[src/rtl/rf_arb_pkg.sv]
// Shared types and default widths for the register-file write arbiter,
// the register file and the write-back stage.
package rf_arb_pkg;

    typedef enum logic [1:0] {
        IDLE    = 2'd0,
        DRIVE   = 2'd1,
        RELEASE = 2'd2,
        DONE    = 2'd3
    } arb_state_t;

    localparam int DEF_ADDR_W = 4;
    localparam int DEF_DATA_W = 16;

endpackage

[src/rtl/rf_write_arbiter_sync2.sv]
// Two-flop synchroniser for asynchronous level signals entering the RF clock
// domain; a change on d is visible on q after the second rising edge.
module sync2 #(
    parameter int WIDTH = 1
) (
    input  logic             clk,
    input  logic             rst_n,
    input  logic [WIDTH-1:0] d,
    output logic [WIDTH-1:0] q
);

    logic [WIDTH-1:0] meta;

    // NOTE: non-blocking assignments keep the two stages distinct flops; blocking would collapse them into one.
    always_ff @(posedge clk or negedge rst_n) begin
        if (!rst_n) begin
            meta <= '0;
            q    <= '0;
        end else begin
            meta <= d;
            q    <= meta;
        end
    end

endmodule

[src/rtl/rf_write_arbiter.sv]
// Round-robin arbiter sharing the register-file write port between NUM_REQ
// 4-phase requesters. Define RF_WRITE_ARBITER_TIMEOUT_EN for the rf_ack watchdog.
module rf_write_arbiter
    import rf_arb_pkg::*;
#(
    parameter int NUM_REQ     = 2,
    parameter int ADDR_W      = DEF_ADDR_W,
    parameter int DATA_W      = DEF_DATA_W,
    parameter int TIMEOUT_CYC = 255
) (
    input  logic                        clk,
    input  logic                        rst_n,
    input  logic [NUM_REQ-1:0]          req,
    output logic [NUM_REQ-1:0]          ack,
    input  logic [NUM_REQ*ADDR_W-1:0]   wr_addr,
    input  logic [NUM_REQ*DATA_W-1:0]   wr_data,
    output logic                        rf_req,
    input  logic                        rf_ack,
    output logic                        rf_we,
    output logic [ADDR_W-1:0]           rf_addr_w,
    output logic [DATA_W-1:0]           rf_data_in,
    output logic                        busy,
    output logic [((NUM_REQ > 1) ? $clog2(NUM_REQ) : 1)-1:0] grant_id,
    output logic                        timeout_err
);

    localparam int GID_W = (NUM_REQ > 1) ? $clog2(NUM_REQ) : 1;

    logic [NUM_REQ-1:0] req_s;
    logic               rf_ack_s;
    logic [NUM_REQ-1:0] pending;
    logic [GID_W-1:0]   ptr;
    logic [GID_W-1:0]   pick;
    logic               abort;
    arb_state_t         state;

    sync2 #(.WIDTH(NUM_REQ)) u_req_sync (.clk(clk), .rst_n(rst_n), .d(req),    .q(req_s));
    sync2 #(.WIDTH(1))       u_ack_sync (.clk(clk), .rst_n(rst_n), .d(rf_ack), .q(rf_ack_s));

    // First pending requester searching from start upward, wrapping modulo NUM_REQ.
    function automatic logic [GID_W-1:0] rr_pick(input logic [NUM_REQ-1:0] pend,
                                                 input logic [GID_W-1:0]   start);
        logic [GID_W-1:0] sel;
        logic             found;
        int               idx;
        sel   = start;
        found = 1'b0;
        for (int k = 0; k < NUM_REQ; k++) begin
            idx = (int'(start) + k) % NUM_REQ;
            if (!found && pend[idx]) begin
                sel   = GID_W'(idx);
                found = 1'b1;
            end
        end
        return sel;
    endfunction

    // A requester whose ack is still high has not finished its return-to-zero.
    assign pending = req_s & ~ack;
    assign pick    = rr_pick(pending, ptr);
    assign rf_we   = rf_req;
    assign busy    = (state != IDLE);

`ifdef RF_WRITE_ARBITER_TIMEOUT_EN
    localparam int TMO_W = ($clog2(TIMEOUT_CYC + 1) > 8) ? $clog2(TIMEOUT_CYC + 1) : 8;

    logic [TMO_W-1:0] tmo_cnt;
    logic             waiting;

    // Still waiting on an rf_ack edge in DRIVE or RELEASE.
    assign waiting = ((state == DRIVE) && !rf_ack_s) || ((state == RELEASE) && rf_ack_s);
    assign abort   = waiting && (tmo_cnt == TMO_W'(TIMEOUT_CYC - 1));

    always_ff @(posedge clk or negedge rst_n) begin
        if (!rst_n) begin
            tmo_cnt     <= '0;
            timeout_err <= 1'b0;
        end else begin
            tmo_cnt <= waiting ? tmo_cnt + 1'b1 : '0;
            if (abort) begin
                timeout_err <= 1'b1;
            end
        end
    end
`else
    logic unused_timeout_cfg;

    assign abort              = 1'b0;
    assign timeout_err        = 1'b0;
    assign unused_timeout_cfg = (TIMEOUT_CYC != 0);
`endif

    always_ff @(posedge clk or negedge rst_n) begin
        if (!rst_n) begin
            state      <= IDLE;
            ptr        <= '0;
            grant_id   <= '0;
            ack        <= '0;
            rf_req     <= 1'b0;
            rf_addr_w  <= '0;
            rf_data_in <= '0;
        end else begin
            case (state)
                IDLE: begin
                    if (|pending) begin
                        grant_id   <= pick;
                        rf_addr_w  <= wr_addr[int'(pick)*ADDR_W +: ADDR_W];
                        rf_data_in <= wr_data[int'(pick)*DATA_W +: DATA_W];
                        rf_req     <= 1'b1;
                        state      <= DRIVE;
                    end
                end
                DRIVE: begin
                    if (rf_ack_s) begin
                        rf_req <= 1'b0;
                        state  <= RELEASE;
                    end else if (abort) begin
                        rf_req        <= 1'b0;
                        ack[grant_id] <= 1'b1;
                        state         <= DONE;
                    end
                end
                RELEASE: begin
                    if (!rf_ack_s || abort) begin
                        ack[grant_id] <= 1'b1;
                        state         <= DONE;
                    end
                end
                DONE: begin
                    if (!req_s[grant_id]) begin
                        ack[grant_id] <= 1'b0;
                        ptr           <= GID_W'((int'(grant_id) + 1) % NUM_REQ);
                        state         <= IDLE;
                    end
                end
                default: state <= IDLE;
            endcase
        end
    end

endmodule

[config.mk]
export PLATFORM = sky130hd
export DESIGN_NAME = rf_write_arbiter
export DESIGN_NICKNAME = d
export VERILOG_FILES = /design/src/rtl/rf_arb_pkg.sv /design/src/rtl/rf_write_arbiter_sync2.sv /design/src/rtl/rf_write_arbiter.sv
export SDC_FILE = /design/constraint.sdc
export NUM_CORES = 1
export LEC_CHECK = 0
export CORE_MARGIN = 2
export CORE_UTILIZATION = 43
export DETAILED_ROUTE_END_ITERATION = 7
export PLACE_DENSITY = 0.85
export SYNTH_ARGS = -nofsm -noshare
export SYNTH_HDL_FRONTEND = slang
export SYNTH_SLANG_ARGS = --single-unit
[constraint.sdc]
create_clock -name clk -period 3.1 [get_ports clk]
set_input_delay 0.465 -clock clk [delete_from_list [all_inputs] [get_ports clk]]
set_output_delay 0.465 -clock clk [all_outputs]
set_load 0.02 [all_outputs]
# Word-level counts from Yosys, hierarchy flattened
# Cells that the tools add are included.
word_totals:
  elab_cells: 68
  reg_bits: 33
classes:
  magnitude_cmp: 4
  bitwise: 7
  shift: 2
  reduce_logical: 13
  n_eq_ne: 7
  muxes: 22
  n_addsub: 2
ops:
  columns: ["cell", "count"]
  rows:
  - ["$shiftx 32x6->16", 1]
  - ["$mux 1", 12]
  - ["$mux 2", 6]
  - ["$pmux 2 s4", 1]
  - ["$shiftx 8x4->4", 1]
  - ["$ne 2x2->1 const B", 3]
  - ["$reduce_and 3->1", 2]
  - ["$reduce_bool 2->1", 3]
  - ["$and 2x2->2", 2]
  - ["$eq 2x2->1 const B", 2]
  - ["$lt 1x2->1 const B", 2]
  - ["$not 2->2", 2]
  - ["$pmux 2 s2", 1]
  - ["$reduce_and 2->1", 2]
  - ["$reduce_and 4->1", 1]
  - ["$lt 2x3->1 const B", 1]
  - ["$add 1x1->1 const B", 2]
  - ["$eq 2x1->1 const B", 1]
  - ["$logic_and 1x1->1", 2]
  - ["$logic_not 2->1", 1]
  - ["$ne 2x1->1 const B", 1]
  - ["$or 2x2->2", 1]
  - ["$pmux 1 s2", 1]
  - ["$reduce_or 2->1", 1]
  - ["5 further kinds", 5]

# Logic depth before layout (Yosys ltp)
# Gate-level depths: netlist of run 1.
depth:
  word_depth: 9
  mapped_depth: 6

# Cells and area by module
# Synthesis of run 1 repeated with hierarchy kept, for this count alone.
unflattened:
  cells_unflattened: 166
  area_unflattened_um2: 1571.5
by_module_without_submodules:
  columns: ["module", "cells_per_inst", "seq_area_each_um2", "area_per_inst_um2", "instances"]
  rows:
  - ["rf_write_arbiter", 160, 675.6, 1421.4, 1]
  - ["sync2 (u_req_sync)", 4, 100.1, 100.1, 1]
  - ["sync2 (u_ack_sync)", 2, 50.0, 50.0, 1]

# Least setup slack after synthesis of run 1
# No wires, ideal clock.
synth_timing:
  path_kind: "flip-flop to flip-flop"
  startpoint: "register state[0]"
  endpoint: "register state[1]"
  slack_ns: 1.358
  n_path_buf: 0
  t_arrival_ns: 1.615
  path_stages_with_launch: 7
  cell_sequence: "dfrtp_1 inv_1 ha_1 inv_2 or3_1 nand3_2 mux2_1"
synth_via:
  elab_chain_len: 3
  word_cells_on_any_way: 10
  classes_between: "eq/ne: 7; mux: 1; reduce/logical: 2"
synth_rtl:
  columns: ["element", "line_no", "text"]
  rows:
  - ["start: declaration", "rf_write_arbiter.sv:35", "arb_state_t state;"]
  - ["start signal: assignment", "rf_write_arbiter.sv:95", "state <= IDLE;"]
  - ["start signal: assignment", "rf_write_arbiter.sv:110", "state <= DRIVE;"]
  - ["start signal: assignment", "rf_write_arbiter.sv:116", "state <= RELEASE;"]
  - ["$eq 2x1->1 (tied with other cells)", "rf_write_arbiter.sv:103", "case (state)"]
  - ["$ne 2x1->1 (no line) or $ne 2x2->1 (tied branches)", null, null]
  - ["$reduce_and 4->1 (no line)", null, null]
# Parallel ways exist; a longest one is shown, timed or not.
# A chain may end at the register's enable or synchronous reset.

# Final worst setup path of run 1
layout_timing:
  startpoint: "register state[0]"
  endpoint: "output busy"
layout_via:
  elab_chain_len: 1
layout_rtl:
  columns: ["element", "line_no", "text"]
  rows:
  - ["$reduce_bool 2->1", "rf_write_arbiter.sv:62", "assign busy = (state != IDLE);"]
  - ["end: declaration", "rf_write_arbiter.sv:22", "output logic busy,"]
# Every way passes these cells.

==> results.sh, run 1 <==
export IMPL_hp_start="u_req_sync.meta[1]$_DFF_PN0_"
export IMPL_maxCapViolations=0
export IMPL_outcome="complete, no violations"
export IMPL_die_w_um=63.0
export IMPL_worst_setup_path_end_kind="output port"
export IMPL_hold_violations=0
export IMPL_dp_cells=236
export IMPL_syn_to_final_growth_pct=53.3
export IMPL_grt_pass1_wl_um=6140
export IMPL_slowest_delay_ns=0.60
export IMPL_crit_arrival_ns=1.79
export IMPL_vias=1278
export IMPL_drtIter0Drc=52
export IMPL_clockRootBuffer="clkbuf_4"
export IMPL_worstPathRequired_ns=2.63
export IMPL_skew_ns=0.00319
export IMPL_hold_class="flop to flop"
export IMPL_cts_buffers=5
export IMPL_wl_per_cell_um=15.1
export IMPL_path_max_fanout=7
export IMPL_slew_headroom_pct=47.4
export IMPL_setup_viol=0
export IMPL_dieArea_sq_um=3970
export IMPL_cts_tree="done"
export IMPL_ys_ff_latch=33
export IMPL_finalWeightedCongestion=0.784
export IMPL_avgViaCountPerCell=5.26
export IMPL_grt_max_degree=34
export IMPL_drtAntennaViolNets=0
export IMPL_nets=246
export IMPL_grt_total_usage_pct=20.2
export IMPL_syn_inst=125
export IMPL_combinationalPowerShare_pct=53.2
export IMPL_cp_slowest_cell="clkdlybuf4s50_1"
export IMPL_p_seq_share_pct=35.2
export IMPL_cts_sinks=33
export IMPL_dpl_hpwl_um=2740
export IMPL_ios=72
export IMPL_crit_start="state[0]$_DFFE_PN0P_"
export IMPL_cts_buffer_depth=2
export IMPL_clock_latency_ns=0.32
export IMPL_max_vdd_ir_drop_uv=522
export IMPL_intPower_mw=1.30
export IMPL_io_buffer_count=70
export IMPL_drtPass1Iterations=5
export IMPL_p_clk_share_pct=11.6
export IMPL_power_switching_uw=750
export IMPL_initial_utilization_pct=44.9
export IMPL_postSynthAreaPerCell_sq_um=12.0
export IMPL_r2r_start="state[0]$_DFFE_PN0P_"
export IMPL_synth_cell_types=27
export IMPL_period_share_pct=72.8
export IMPL_cts_resized=0
export IMPL_netlist_area_sq_um=1500
export IMPL_wirelength_um=3680
export IMPL_setup_tns_ns=0
export IMPL_swShare_pct=36.7
export IMPL_worstSetupStartpointType="flop"
export IMPL_worstPathCellList="inv_1, ha_1, inv_2, clkdlybuf4s50_1"
export IMPL_n_antenna_cell=0
export IMPL_crit_type="flop to output port"
export IMPL_fin_cells=243
export IMPL_tightest_slew_ns=0.788
export IMPL_syn_num_nets=174
export IMPL_dieHeight_um=63.0
export IMPL_drc_errors=0
export IMPL_fmax_mhz=443
export IMPL_grt_pass1_vias=1340
export IMPL_coreArea_sq_um=3340
export IMPL_min_period_ns=2.26
export IMPL_power_density_nw_per_um2=891
export IMPL_yosys_warnings=0
export IMPL_cts_setup_buffers=0
export IMPL_fin_util_pct=68.8
export IMPL_cts_hold_buffers=0
export IMPL_drv_slew=0
export IMPL_yosysSeqAreaShare_pct=55.1
export IMPL_cts_clk_slew_worst_paths_ns=0.09
export IMPL_netlist_area_leader_share_pct=55.1
export IMPL_antenna_found_initial=0
export IMPL_num_rows=21
export IMPL_htree_levels=2
export IMPL_grt_overflow=0
export IMPL_grt_setup_unrepaired="false"
export IMPL_yosys_top_cells_area="dfrtp_1, o221a_1, nand2b_1, ha_1, buf_2"
export IMPL_yosysTopAreaCell="dfrtp_1"
export IMPL_drive_gt1_share_pct=6.60
export IMPL_power_leakage_nw=0.928
## critical path: cells and delay by family (launching register included)
kind / cells / cell delay [ns]
DFF: 1 / 0.39
buffers and inverters: 3 / 0.78
adders and majority gates: 1 / 0.29
## area by class of cell
class / instances / area (sq um)
tap: 46 / 57.6
multi-input combinational: 78 / 612
inverter: 6 / 22.5
clock buffer: 7 / 55.1
fill: 263 / 1040
timing repair buffer: 73 / 723
sequential: 33 / 826
## state kept, by name, summed over array words and instances, names as in the netlist, named ones only
signal and count:
rf_data_in 16, rf_addr_w 4, state 2, u_req_sync.meta 2, u_req_sync.q 2, grant_id 1
ptr 1, rf_req 1, u_ack_sync.meta 1, u_ack_sync.q 1
## power by group through the flow
stage                     clock, mW  sequential, mW  combinational [mW]
after detailed placement          0           0.722                1.10
final                         0.237           0.721                1.09
after global placement            0           0.719                1.06
after floorplan                   0           0.887               0.441
after CTS                     0.244           0.722                1.10
after global routing          0.268           0.745                1.17
## routing by layer
metal / vias up / routed length (um) / global-route usage (%) / share of wire (%)
met1: 604 / 1480 / 23.5 / 40
li1: 597 / - / - / -
met5: - / 0 / 0 / 0
met2: 70 / 1800 / 34.2 / 49
met4: 0 / 50 / 6.39 / 1.4
met3: 7 / 345 / 7.75 / 9.4
## synthesized netlist by cell type
cell,number
a21oi_1,2
nand2_1,8
o2bb2ai_1,1
a32oi_1,1
o21ai_1,1
nand2b_1,20
nand3_2,1
buf_2,6
nor2b_1,2
conb_1,1
a21boi_0,1
nand3_1,1
o21ai_0,4
mux2_1,2
ha_1,4
nand3b_1,1
buf_4,2
dfrtp_1,33
or3_1,1
inv_2,1
nor2_1,2
and2b_4,1
o221a_1,20
inv_1,5
o311ai_1,1
nor3b_1,1
a31oi_1,2
## worst paths after layout
check / end / cells after the start / slack (ns)
min in group asynchronous: rf_data_in[10]$_DFFE_PN0P_ / 2 / 0.54
max in group asynchronous: rf_data_in[15]$_DFFE_PN0P_ / 2 / 2.27
hold / removal: u_req_sync.q[1]$_DFF_PN0_ / 0 / 0.35
hold reg to reg: u_req_sync.q[1]$_DFF_PN0_ / 0 / 0.35
setup / recovery: busy / 4 / 0.84
setup reg to reg: rf_data_in[12]$_DFFE_PN0P_ / 4 / 1.07
## placed cells by master, fill, tap and decap left out
master / synthesis / layout
a21boi_0: 1 / 1
a21oi_1: 2 / 2
a31oi_1: 2 / 2
a32oi_1: 1 / 1
and2b_4: 1 / 1
buf_4: 2 / 3
clkbuf_1: 0 / 1
clkbuf_4: 0 / 5
clkbuf_8: 0 / 1
clkdlybuf4s50_1: 0 / 70
conb_1: 1 / 1
dfrtp_1: 33 / 33
ha_1: 4 / 4
inv_1: 5 / 5
inv_2: 1 / 1
mux2_1: 2 / 2
nand2_1: 8 / 8
nand2b_1: 20 / 20
nand3_1: 1 / 1
nand3_2: 1 / 1
nand3b_1: 1 / 1
nor2_1: 2 / 2
nor2b_1: 2 / 2
nor3b_1: 1 / 1
o21ai_0: 4 / 4
o21ai_1: 1 / 1
o221a_1: 20 / 20
o2bb2ai_1: 1 / 1
o311ai_2: 0 / 1
or3_1: 1 / 1
## per-stage QoR
step           setup WS (ns)  area [sq um]  power [mW]  hold slack, ns
2_1_floorplan           1.36          1500        1.33           0.169
3_3_place_gp            1.21          2240        1.78           0.332
3_5_place_dp            1.05          2240        1.82           0.336
4_1_cts                0.839          2300        2.07           0.358
5_1_grt                0.738          2300        2.18           0.366
6_report               0.844          2300        2.05           0.355
## cell families after synthesis
kind of cell | after synthesis | share of synthesized area, %
AOI/OAI and AO/OA | 33 | 20.5
adders and majority gates | 4 | 3.34
buffers and inverters | 14 | 4.51
DFF | 33 | 55.1
muxes | 2 | 1.50
other | 1 | 0.250
and+or+nand+nor | 38 | 14.8
(Power assumes the default switching activity.)
==> run 2, diff against run 1 <==
--- a/config.mk
+++ b/config.mk
@@ -6,9 +6,9 @@
 export NUM_CORES = 1
 export LEC_CHECK = 0
 export CORE_MARGIN = 2
-export CORE_UTILIZATION = 43
+export CORE_UTILIZATION = 40
 export DETAILED_ROUTE_END_ITERATION = 7
-export PLACE_DENSITY = 0.85
+export PLACE_DENSITY = 0.8
 export SYNTH_ARGS = -nofsm -noshare
 export SYNTH_HDL_FRONTEND = slang
 export SYNTH_SLANG_ARGS = --single-unit
==> constraint.sdc (replaced) <==
create_clock -name clk -period 2.1 [get_ports clk]
set_input_delay 0.315 -clock clk [delete_from_list [all_inputs] [get_ports clk]]
set_output_delay 0.315 -clock clk [all_outputs]
set_load 0.02 [all_outputs]
==> run 2 against run 1 <==
Global-route usage down 1.3 points. Non-clock buffer count up 1. Flip-flop and latch count unchanged. Combinational power up 46%. Critical path depth up 1. Clock skew up 0.00073 ns. Largest cell class unchanged. Largest power group unchanged. Highest routed layer unchanged.
==> results.sh, run 2 (same netlist as run 1, synthesis figures left out) <==
export IMPL_whs_path_depth=0
export IMPL_dieArea_sq_um=4250
export IMPL_maxCapViolations=0
export IMPL_syn_to_final_growth_pct=56.5
export IMPL_swShare_pct=36.0
export IMPL_worstSetupStartpointType="flop"
export IMPL_power_leakage_nw=0.948
export IMPL_period_share_pct=87.4
export IMPL_grt_overflow=0
export IMPL_drv_slew=0
export IMPL_combinationalPowerShare_pct=50.7
export IMPL_hold_class="flop to flop"
export IMPL_path_max_fanout=11
export IMPL_crit_type="flop to flop"
export IMPL_tightest_slew_ns=0.766
export IMPL_wirelength_um=3660
export IMPL_drc_errors=0
export IMPL_cts_sinks=33
export IMPL_num_rows=22
export IMPL_drtIter0Drc=53
export IMPL_intPower_mw=2.01
export IMPL_reg_top3="rf_data_in: 16 flops, rf_addr_w: 4 flops"
export IMPL_setup_ws_ns=0.266
export IMPL_htree_levels=2
export IMPL_power_density_nw_per_um2=1340
export IMPL_vias=1241
export IMPL_outcome="complete, no violations"
export IMPL_avgViaCountPerCell=5.04
export IMPL_fmax_mhz=545
export IMPL_fill_cells=298
export IMPL_setup_tns_ns=0
export IMPL_hp_start="u_ack_sync.meta$_DFF_PN0_"
export IMPL_hold_violations=0
export IMPL_place_ws_ns=0.247
export IMPL_antenna_found_initial=0
export IMPL_coreArea_sq_um=3630
export IMPL_worst_r2r_setup_slack_ns=0.27
export IMPL_min_period_ns=1.83
export IMPL_ios=72
export IMPL_multi_input_area_sq_um=612
export IMPL_layout_cells_most_common="clkdlybuf4s50_1"
export IMPL_wl_per_cell_um=14.9
export IMPL_slew_headroom_pct=48.6
export IMPL_largest_register="rf_data_in"
export IMPL_seq_area_sq_um=826
export IMPL_drtAntennaViolNets=0
export IMPL_rr_worst_depth=5
export IMPL_n_antenna_cell=0
export IMPL_drive_gt1_share_pct=7.58
export IMPL_crit_arrival_ns=2.01
export IMPL_mostFrequentLayoutCells="clkdlybuf4s50_1, dfrtp_1, nand2b_1, o221a_1, nand2_1"
export IMPL_cts_buffer_depth=2
export IMPL_grt_setup_unrepaired="false"
export IMPL_finalWeightedCongestion=0.804
export IMPL_dieHeight_um=65.2
export IMPL_setup_viol=0
export IMPL_cts_clk_slew_worst_paths_ns=0.07
export IMPL_clock_latency_ns=0.29
export IMPL_cts_buffers=5
export IMPL_power_switching_mw=1.13
export IMPL_nets=247
export IMPL_worstPathRequired_ns=2.27
export IMPL_skew_ns=0.00392
export IMPL_grt_pass1_vias=1276
export IMPL_r2r_end="rf_data_in[11]$_DFFE_PN0P_"
export IMPL_cts_resized=0
export IMPL_clockRootBuffer="clkbuf_8"
export IMPL_initial_utilization_pct=41.2
export IMPL_max_vdd_ir_drop_uv=545
export IMPL_dpl_hpwl_um=2680
export IMPL_die_w_um=65.2
export IMPL_worst_setup_path_end_kind="flop"
export IMPL_cts_setup_buffers=0
export IMPL_p_clk_share_pct=15.3
export IMPL_grt_total_usage_pct=18.9
export IMPL_drtPass1Iterations=4
export IMPL_grt_pass1_wl_um=6040
export IMPL_grt_max_degree=34
export IMPL_holdPathEnd="u_ack_sync.q$_DFF_PN0_"
export IMPL_cts_hold_buffers=0
export IMPL_io_buffer_count=70
export IMPL_p_seq_share_pct=33.9
export IMPL_cts_tree="done"
export IMPL_largest_reg_flops=16
run 2: changes by cell type in the layout (fill, tap and decap cells not counted), sizes merged:
cell           change
dlymetal6s2s       +1
clkbuf             -1
buf                +1
clkinvlp           +1
clkdlybuf4s50      -1
run 2: area by class of cell:
class                   instances  share of cell area, %
repair buffers                 74                   31.3
well taps                      48                   2.56
multi-input cells              78                   26.1
clock inverters                 1                  0.320
clock buffers                   6                   3.52
flip-flops and latches         33                   35.2
inverters                       6                  0.961
run 2: worst max path at each step:
stage | startpoint | to | slack [ns] | depth (start not counted)
floorplan | state[0]$_DFFE_PN0P_ | state[1]$_DFFE_PN0P_ | 0.36 | 6
global placement | state[0]$_DFFE_PN0P_ | state[1]$_DFFE_PN0P_ | 0.28 | 6
detailed placement | flop | rf_addr_w[1]$_DFFE_PN0P_ | 0.25 | 5
CTS | state[0]$_DFFE_PN0P_ | busy | 0.05 | 4
global route | state[0]$_DFFE_PN0P_ | rf_addr_w[0]$_DFFE_PN0P_ | 0.11 | 6
finish | flop | rf_data_in[11]$_DFFE_PN0P_ | 0.27 | 5
run 2: through the flow:
stage | std cells | total power [mW] | hold slack [ns] | utilization, % | instance area (sq um)
3_5_place_dp | 239 | 2.69 | 0.342 | 61.9 | 2250
4_1_cts | 246 | 3.18 | 0.357 | 64.4 | 2340
6_report | 246 | 3.14 | 0.354 | 64.5 | 2340
3_3_place_gp | 239 | 2.65 | 0.332 | 61.9 | 2250
2_1_floorplan | 125 | 1.96 | 0.0194 | - | 1500
5_1_grt | 246 | 3.35 | 0.362 | 64.5 | 2340
run 2: per-layer routing:
metal | GRT usage (%) | wire length (um) | vias up
li1 | - | - | 597
met1 | 22.2 | 1470 | 580
met2 | 31.3 | 1770 | 55
met3 | 7.53 | 332 | 9
met4 | 7.03 | 85 | 0
met5 | 0 | 0 | -
run 2: power groups by stage:
stage	sequential (mW)	clock, mW	combinational [mW]
6_report	1.07	0.482	1.59
5_1_grt	1.11	0.521	1.72
4_1_cts	1.07	0.492	1.62
3_5_place_dp	1.07	0	1.62
3_3_place_gp	1.07	0	1.59
2_1_floorplan	1.31	0	0.650
run 2: critical path: stages, from the launching register on:
cell	delay [ns]
dfrtp_1	0.38
and2b_4	0.22
o21ai_1	0.61
buf_4	0.31
nand2b_1	0.08
o221a_1	0.12
